## src/rtl/boot_pkg.sv

```systemverilog
// Shared types and constants for the boot loader and its data-bus mux.
package boot_pkg;

  localparam int unsigned ADDR_W     = 32;
  localparam int unsigned DATA_W     = 32;
  localparam int unsigned WORD_BYTES = 4;

  typedef enum logic [2:0] {
    IDLE   = 3'd0,
    COPY   = 3'd1,
    VERIFY = 3'd2,
    RUN    = 3'd3,
    ERROR  = 3'd4
  } boot_state_t;

  typedef struct packed {
    logic [ADDR_W-1:0] address;
    logic [DATA_W-1:0] write_data;
    logic              write;
    logic              read;
  } bus_req_t;

  // Byte address of word `index` above `base`; wraps modulo 2^32.
  function automatic logic [ADDR_W-1:0] word_address(input logic [ADDR_W-1:0] base,
                                                     input logic [ADDR_W-1:0] index);
    return base + index * ADDR_W'(WORD_BYTES);
  endfunction

endpackage

```

## src/rtl/boot_bus_mux.sv

```systemverilog
// Selects the RAM bus driver: loader while booting, the core while running.
module boot_bus_mux
  import boot_pkg::*;
(
  input  logic              run_sel,
  input  bus_req_t          loader,
  input  bus_req_t          core,
  input  logic [DATA_W-1:0] ram_read_data,
  output bus_req_t          bus,
  output logic [DATA_W-1:0] core_read_data
);

  always_comb begin
    bus            = loader;
    core_read_data = '0;
    if (run_sel) begin
      bus            = core;
      core_read_data = ram_read_data;
    end
  end

endmodule

```

## src/rtl/boot_controller.sv

```systemverilog
// Boot sequencer: copies a ROM image into RAM, verifies it, then hands the
// data bus to the core and releases its reset.
module boot_controller
  import boot_pkg::*;
#(
  parameter int unsigned WORDS    = 16,
  parameter logic [31:0] SRC_BASE = 32'h0000_0000,
  parameter logic [31:0] DST_BASE = 32'h0000_0100,
  parameter int unsigned CNT_W    = $clog2(WORDS + 1)
) (
  input  logic             clock,
  input  logic             reset,
  input  logic             start,
  output logic [31:0]      src_address,
  input  logic [31:0]      src_data,
  input  logic [31:0]      core_bus_address,
  input  logic [31:0]      core_bus_write_data,
  input  logic             core_bus_write,
  input  logic             core_bus_read,
  output logic [31:0]      core_bus_read_data,
  output logic [31:0]      bus_address,
  output logic [31:0]      bus_write_data,
  output logic             bus_write,
  output logic             bus_read,
  input  logic [31:0]      bus_read_data,
  output logic             core_reset,
  output logic             busy,
  output logic             done,
  output logic             error,
  output logic [CNT_W-1:0] word_count
);

  boot_state_t      state, state_next;
  logic [CNT_W-1:0] idx, idx_next;
  logic             last;
  bus_req_t         loader, core, bus;

  always_ff @(posedge clock or negedge reset) begin
    if (!reset) begin
      state <= IDLE;
      idx   <= '0;
    end else begin
      state <= state_next;
      idx   <= idx_next;
    end
  end

  // Next state, index update and loader bus drive.
  always_comb begin
    state_next  = state;
    idx_next    = idx;
    loader      = '0;
    src_address = SRC_BASE;
    last        = (idx == CNT_W'(WORDS - 1));
    case (state)
      IDLE: begin
        state_next = COPY;
        idx_next   = '0;
      end
      COPY: begin
        src_address       = word_address(SRC_BASE, ADDR_W'(idx));
        loader.address    = word_address(DST_BASE, ADDR_W'(idx));
        loader.write_data = src_data;
        loader.write      = 1'b1;
        if (last) begin
          state_next = VERIFY;
          idx_next   = '0;
        end else begin
          idx_next = idx + CNT_W'(1);
        end
      end
      VERIFY: begin
        src_address    = word_address(SRC_BASE, ADDR_W'(idx));
        loader.address = word_address(DST_BASE, ADDR_W'(idx));
        loader.read    = 1'b1;
        if (bus_read_data != src_data) begin
          state_next = ERROR;
        end else if (last) begin
          state_next = RUN;
        end else begin
          idx_next = idx + CNT_W'(1);
        end
      end
      RUN, ERROR: begin
        if (start) begin
          state_next = COPY;
          idx_next   = '0;
        end
      end
      default: begin
        state_next = IDLE;
        idx_next   = '0;
      end
    endcase
  end

  assign core = '{address:    core_bus_address,
                  write_data: core_bus_write_data,
                  write:      core_bus_write,
                  read:       core_bus_read};

  boot_bus_mux u_bus_mux (
    .run_sel        (state == RUN),
    .loader         (loader),
    .core           (core),
    .ram_read_data  (bus_read_data),
    .bus            (bus),
    .core_read_data (core_bus_read_data)
  );

  assign bus_address    = bus.address;
  assign bus_write_data = bus.write_data;
  assign bus_write      = bus.write;
  assign bus_read       = bus.read;

  // Status decodes straight from the state register.
  assign core_reset = (state != RUN);
  assign busy       = (state == COPY) || (state == VERIFY);
  assign done       = (state == RUN);
  assign error      = (state == ERROR);
  assign word_count = idx;

endmodule

```

## config.mk

```make
export PLATFORM = sky130hd
export DESIGN_NAME = boot_controller
export DESIGN_NICKNAME = d
export VERILOG_FILES = /design/src/rtl/boot_pkg.sv /design/src/rtl/boot_bus_mux.sv /design/src/rtl/boot_controller.sv
export SDC_FILE = /design/constraint.sdc
export NUM_CORES = 1
export LEC_CHECK = 0
export BUFFER_PORTS_ARGS = -buffer_cell sky130_fd_sc_hd__buf_2
export CAP_MARGIN = 25
export CORE_AREA = 2 2 105 107
export CTS_BUF_LIST = sky130_fd_sc_hd__clkbuf_8
export CTS_CLUSTER_SIZE = 16
export DETAILED_ROUTE_END_ITERATION = 8
export DIE_AREA = 0 0 107 109
export PLACE_DENSITY = 0.69
export REMOVE_ABC_BUFFERS = 1
export SETUP_SLACK_MARGIN = 0.02
export SYNTH_ARGS = -nofsm -noshare
export SYNTH_HDL_FRONTEND = slang
export SYNTH_HIERARCHICAL = 1
export SYNTH_SLANG_ARGS = --single-unit
export TNS_END_PERCENT = 10
```

## constraint.sdc

```tcl
create_clock -name clock -period 2.3 [get_ports clock]
set_clock_uncertainty 0.1 [all_clocks]
set_input_delay 0.46 -clock clock [delete_from_list [all_inputs] [get_ports clock]]
set_output_delay 0.46 -clock clock [all_outputs]
set_load 0.005 [all_outputs]
```

# Word-level counts from Yosys, hierarchy flattened
# Index checks and enable logic that the tools add are counted.
# totals
output_inout_bits	139
elab_cells	38
register_bits	8
in_bits	133
# classes
eq_ne	12
add_sub_neg	2
n_mux	16
reduce_logical	6
# op_table
op	count
$mux W66	1
$mux W33	1
$mux W32	1
$ne A32 B32 Y1	1
$mux W5	4
$pmux W5 S3	1
$mux W3	4
$pmux W3 S4	1
$add A9 B7 Y10 const A	1
$mux W10	1
$ne A2 B2 Y1 const B	4
$mux W7	1
$eq A3 B2 Y1 const B	2
$reduce_and A3 Y1	2
$add A5 B1 Y5 const B	1
$eq A5 B4 Y1 const B	1
$reduce_or A2 Y1	2
$eq A3 B1 Y1 const B	1
$eq A3 B3 Y1 const B	1
$logic_not A3 Y1	1
$ne A3 B2 Y1 const B	1
$ne A3 B3 Y1 const B	1
$logic_or A1 B1 Y1	1
$mux W1	1

# Longest topological paths before layout
# depth
ltp_word	4
mapped_depth	10
ltp_nobuf	10

# Hierarchy
# Netlist, hierarchy kept.
# by_module_without_submodules
mod	area_each_um2	instances	seq_area_each_um2	cells_per_inst
boot_controller	1390.1	1	200.2	180
boot_bus_mux	1365.1	1	0.0	109

# Worst setup path after synthesis
# No wires, ideal clock.
# synth_path
path_type	register to output
startpoint	register state[1]
endpoint	output port bus_address[2]
n_path_buf	3
required_time_ns	1.740
arrival_ns	1.542
path_stages_with_launch	8
slack_ns	0.198
path_cell_list	dfrtp_1 > buf_2 > nor2b_1 > nand2_1 > inv_1 > buf_6 > buf_12 > mux2_4
# synth_via
elab_cells_between_ends	6
cone_classes	eq/ne: 3; mux: 2; reduce/logical: 1
# synth_rtl
item	line_no	rtl
start: declaration	boot_controller.sv:33	boot_state_t state, state_next;
start signal: assignment	boot_controller.sv:43	state <= state_next;
$eq A3 B2 Y1	-	
net done	boot_controller.sv:28	output logic done,
$mux W66	boot_bus_mux.sv:16	if (run_sel) begin
end: declaration	boot_controller.sv:21	output logic [31:0] bus_address,
# The timed path passes the listed nets, and every way through them passes these cells.

# Final worst setup path
# layout_path
startpoint	register state[1]
endpoint	output port bus_address[24]
# layout_via
elab_chain_cells	2
# layout_rtl
item	line_no	rtl
$eq A3 B2 Y1	boot_controller.sv:103	.run_sel (state == RUN),
$mux W66	boot_bus_mux.sv:16	
# Every way passes these cells.

==> impl_metrics.tcl <==
set metrics [dict create \
    core-area_sq_um 10600 \
    final-setup-viol-count 0 \
    period_minus_slack_ns 2.28 \
    cts_buffers 3 \
    critical_path_class "flop to primary output" \
    drt_iter0_drc 88 \
    yosysMostFrequentCell "mux2_4" \
    gp_congestion 0.826 \
    cp.required_ns 1.74 \
    critPathMaxFanout 15 \
    hp-class "flop to flop" \
    grt.total_usage_pct 13.8 \
    yosys_register_bits 8 \
    die_h_microns 109 \
    num_vias 2991 \
    io_pins 272 \
    multi_input_area_sq_um 2340 \
    fillers 1091 \
    grt_pass1_vias 2766 \
    slew_viol_final 0 \
    die-area_sq_um 11700 \
    insertion_delay_ns 0.23 \
    rows 38 \
    vias_per_cell 4.17 \
    cap_violations 0 \
    path_clk_slew_ns 0.04 \
    yosysTopAreaCellShare_pct 36.0 \
    total_power_mw 4.02 \
    synthDominantAreaCellType "mux2_4" \
    vdd_drop_max_mv 0.456 \
    dpl_cell_area_sq_um 4060 \
    critPathLaunchType "flop" \
    seqCellArea_sq_um 201 \
    antenna_left 0 \
    fmax_mhz 439 \
    io_buffers 244 \
    power.leakage_nw 2.49 \
    cts_root_buf "clkbuf_8" \
    nNetsFinal 715 \
    grt_max_degree 35 \
    outcome "finished, final reports clean" \
    hold_viol 0 \
    dp_hpwl_microns 7710 \
    clock-sinks 8 \
    pre_cts_slack_ns 0.0563 \
    synth_commonest_cells "mux2_4 (66), and2_1 (64), buf_4 (32), xnor2_1 (32), nand4_1 (9)" \
    avgSynthCellArea_sq_um 9.53 \
    period_share_pct 99.0 \
    tritoncts "built" \
    antenna_found_initial 0 \
    synthCells 289 \
    crit_path_end_kind "primary output" \
    yosysSeqAreaShare_pct 7.27 \
    setup_ws_ns 0.0240 \
    start_util_pct 26.0 \
    final_cell_area_sq_um 4520 \
    chipWidth_microns 107 \
    p_per_area_nw_per_um2 891 \
    grt-ovfl-total 0 \
    drc_errors 0 \
    rsz0062_at_grt "true" \
    yosysWarningCount 6 \
    grt_pass1_wl_microns 13000 \
    synth_area_sq_um 2760 \
    ys_top_cells_by_area "mux2_4 (36%), and2_1 (15%), xnor2_1 (10%)" \
    cts_max_level 1 \
    worstPathArrival_ns 1.72 \
    wl_microns 9540 \
    syn_to_final_growth_pct 63.9 \
    wl_per_cell_microns 13.3 \
    async_flop_share_pct 100 \
    drt-pass1-iter-count 4 \
    clock_path_buffers 2 \
    synth_flop_cell "dfrtp_1" \
    synthDistinctLibCells 36 \
    antenna_cells 0 \
    synth_edf_count 0 \
    drive_gt1_share_pct 64.3 \
]
registers in the layout (all words and copies together), names as in the netlist:
name and count:
state 3, word_count 5
timing repair:
action | in CTS | in global routing
setup buffers | 2 | 14
endpoints found under the setup margin | 50 | 50
pin swaps | 0 | 11
resized for setup | 10 | 31
endpoints found under the hold margin | 8 | 0
gates cloned | 1 | 3
hold buffers | 1 | 0
worst paths after layout:
kind	from	to	cells past startpoint	slack, ns
setup / recovery	state[1]$_DFFE_PN0P_	bus_address[24]	7	0.02
hold / removal	word_count[3]$_DFFE_PN0P_	word_count[3]$_DFFE_PN0P_	2	0.51
max in group asynchronous	reset	state[0]$_DFFE_PN0P_	2	1.38
hold reg to reg	word_count[3]$_DFFE_PN0P_	word_count[3]$_DFFE_PN0P_	2	0.51
min in group asynchronous	reset	state[2]$_DFFE_PN0P_	2	0.52
setup reg to reg	word_count[0]$_DFFE_PN0P_	word_count[3]$_DFFE_PN0P_	10	0.19
power breakdown:
group,switching [mW],total (mW),internal [mW]
Sequential,0.0429,0.233,0.190
Combinational,1.39,3.62,2.23
Clock,0.0579,0.172,0.114
cell type report:
class,count,area share [%]
Inverter,7,0.693
Multi-Input combinational cell,278,51.9
Sequential cell,8,4.46
Timing Repair Buffer,281,38.2
Tap cell,140,3.88
Clock buffer,3,0.914
critical path: stages, from the launching register on:
cell and delay [ns]:
dfrtp_1 0.38, nor2b_2 0.17, nand2_2 0.10, inv_6 0.08
buf_12 0.16, buf_4 0.16, mux2_4 0.29, buf_2 0.13
cell usage in the layout, fill, tap and decap left out, types with 3 or more instances in the layout:
| master | synthesis | final |
|---|---|---|
| buf_2 | 3 | 231 |
| mux2_4 | 66 | 66 |
| and2_1 | 64 | 53 |
| conb_1 | 1 | 53 |
| xnor2_1 | 32 | 32 |
| buf_4 | 32 | 25 |
| buf_6 | 3 | 15 |
| and2_4 | 0 | 11 |
| nand4_1 | 9 | 9 |
| a21oi_1 | 8 | 8 |
| dfrtp_1 | 8 | 7 |
| inv_1 | 7 | 6 |
| nor2_1 | 8 | 6 |
| nor2b_1 | 4 | 3 |
| nand2_1 | 4 | 3 |
| o21ai_0 | 3 | 3 |
| or3_1 | 3 | 3 |
| mux2i_1 | 3 | 3 |
| ha_1 | 3 | 3 |
| clkbuf_8 | 0 | 3 |
| clkbuf_16 | 0 | 3 |
logic make-up (layout without fill, tap and decap cells):
| family | Yosys count | in the layout | synth area share (%) |
|---|---|---|---|
| other cells | 1 | 53 | 0.136 |
| simple gates | 102 | 102 | 23.0 |
| buf+inv | 55 | 291 | 16.8 |
| flops | 8 | 8 | 7.27 |
| fa+ha+maj | 3 | 3 | 1.36 |
| xor+xnor | 32 | 32 | 10.2 |
| compound gates | 19 | 19 | 4.22 |
| mux | 69 | 69 | 37.1 |
through the flow:
step           util (%)  hold slack (ns)  TNS [ns]  std cells
2_1_floorplan         -           0.0644   -181.89        293
5_1_grt            42.6            0.541    -0.950        717
4_1_cts            39.5            0.507         0        700
3_5_place_dp       38.3            0.224         0        693
3_3_place_gp       38.3            0.217         0        693
6_report           42.6            0.508         0        717
routing by layer:
metal | global-route usage (%) | vias to the layer above | wire length, microns
li1 | - | 1466 | -
met4 | 1.30 | 0 | 23
met5 | 0 | - | 0
met2 | 26.7 | 163 | 5200
met3 | 2.81 | 6 | 804
met1 | 16.1 | 1356 | 3510
Note: power is estimated with default switching activity, not from simulation.
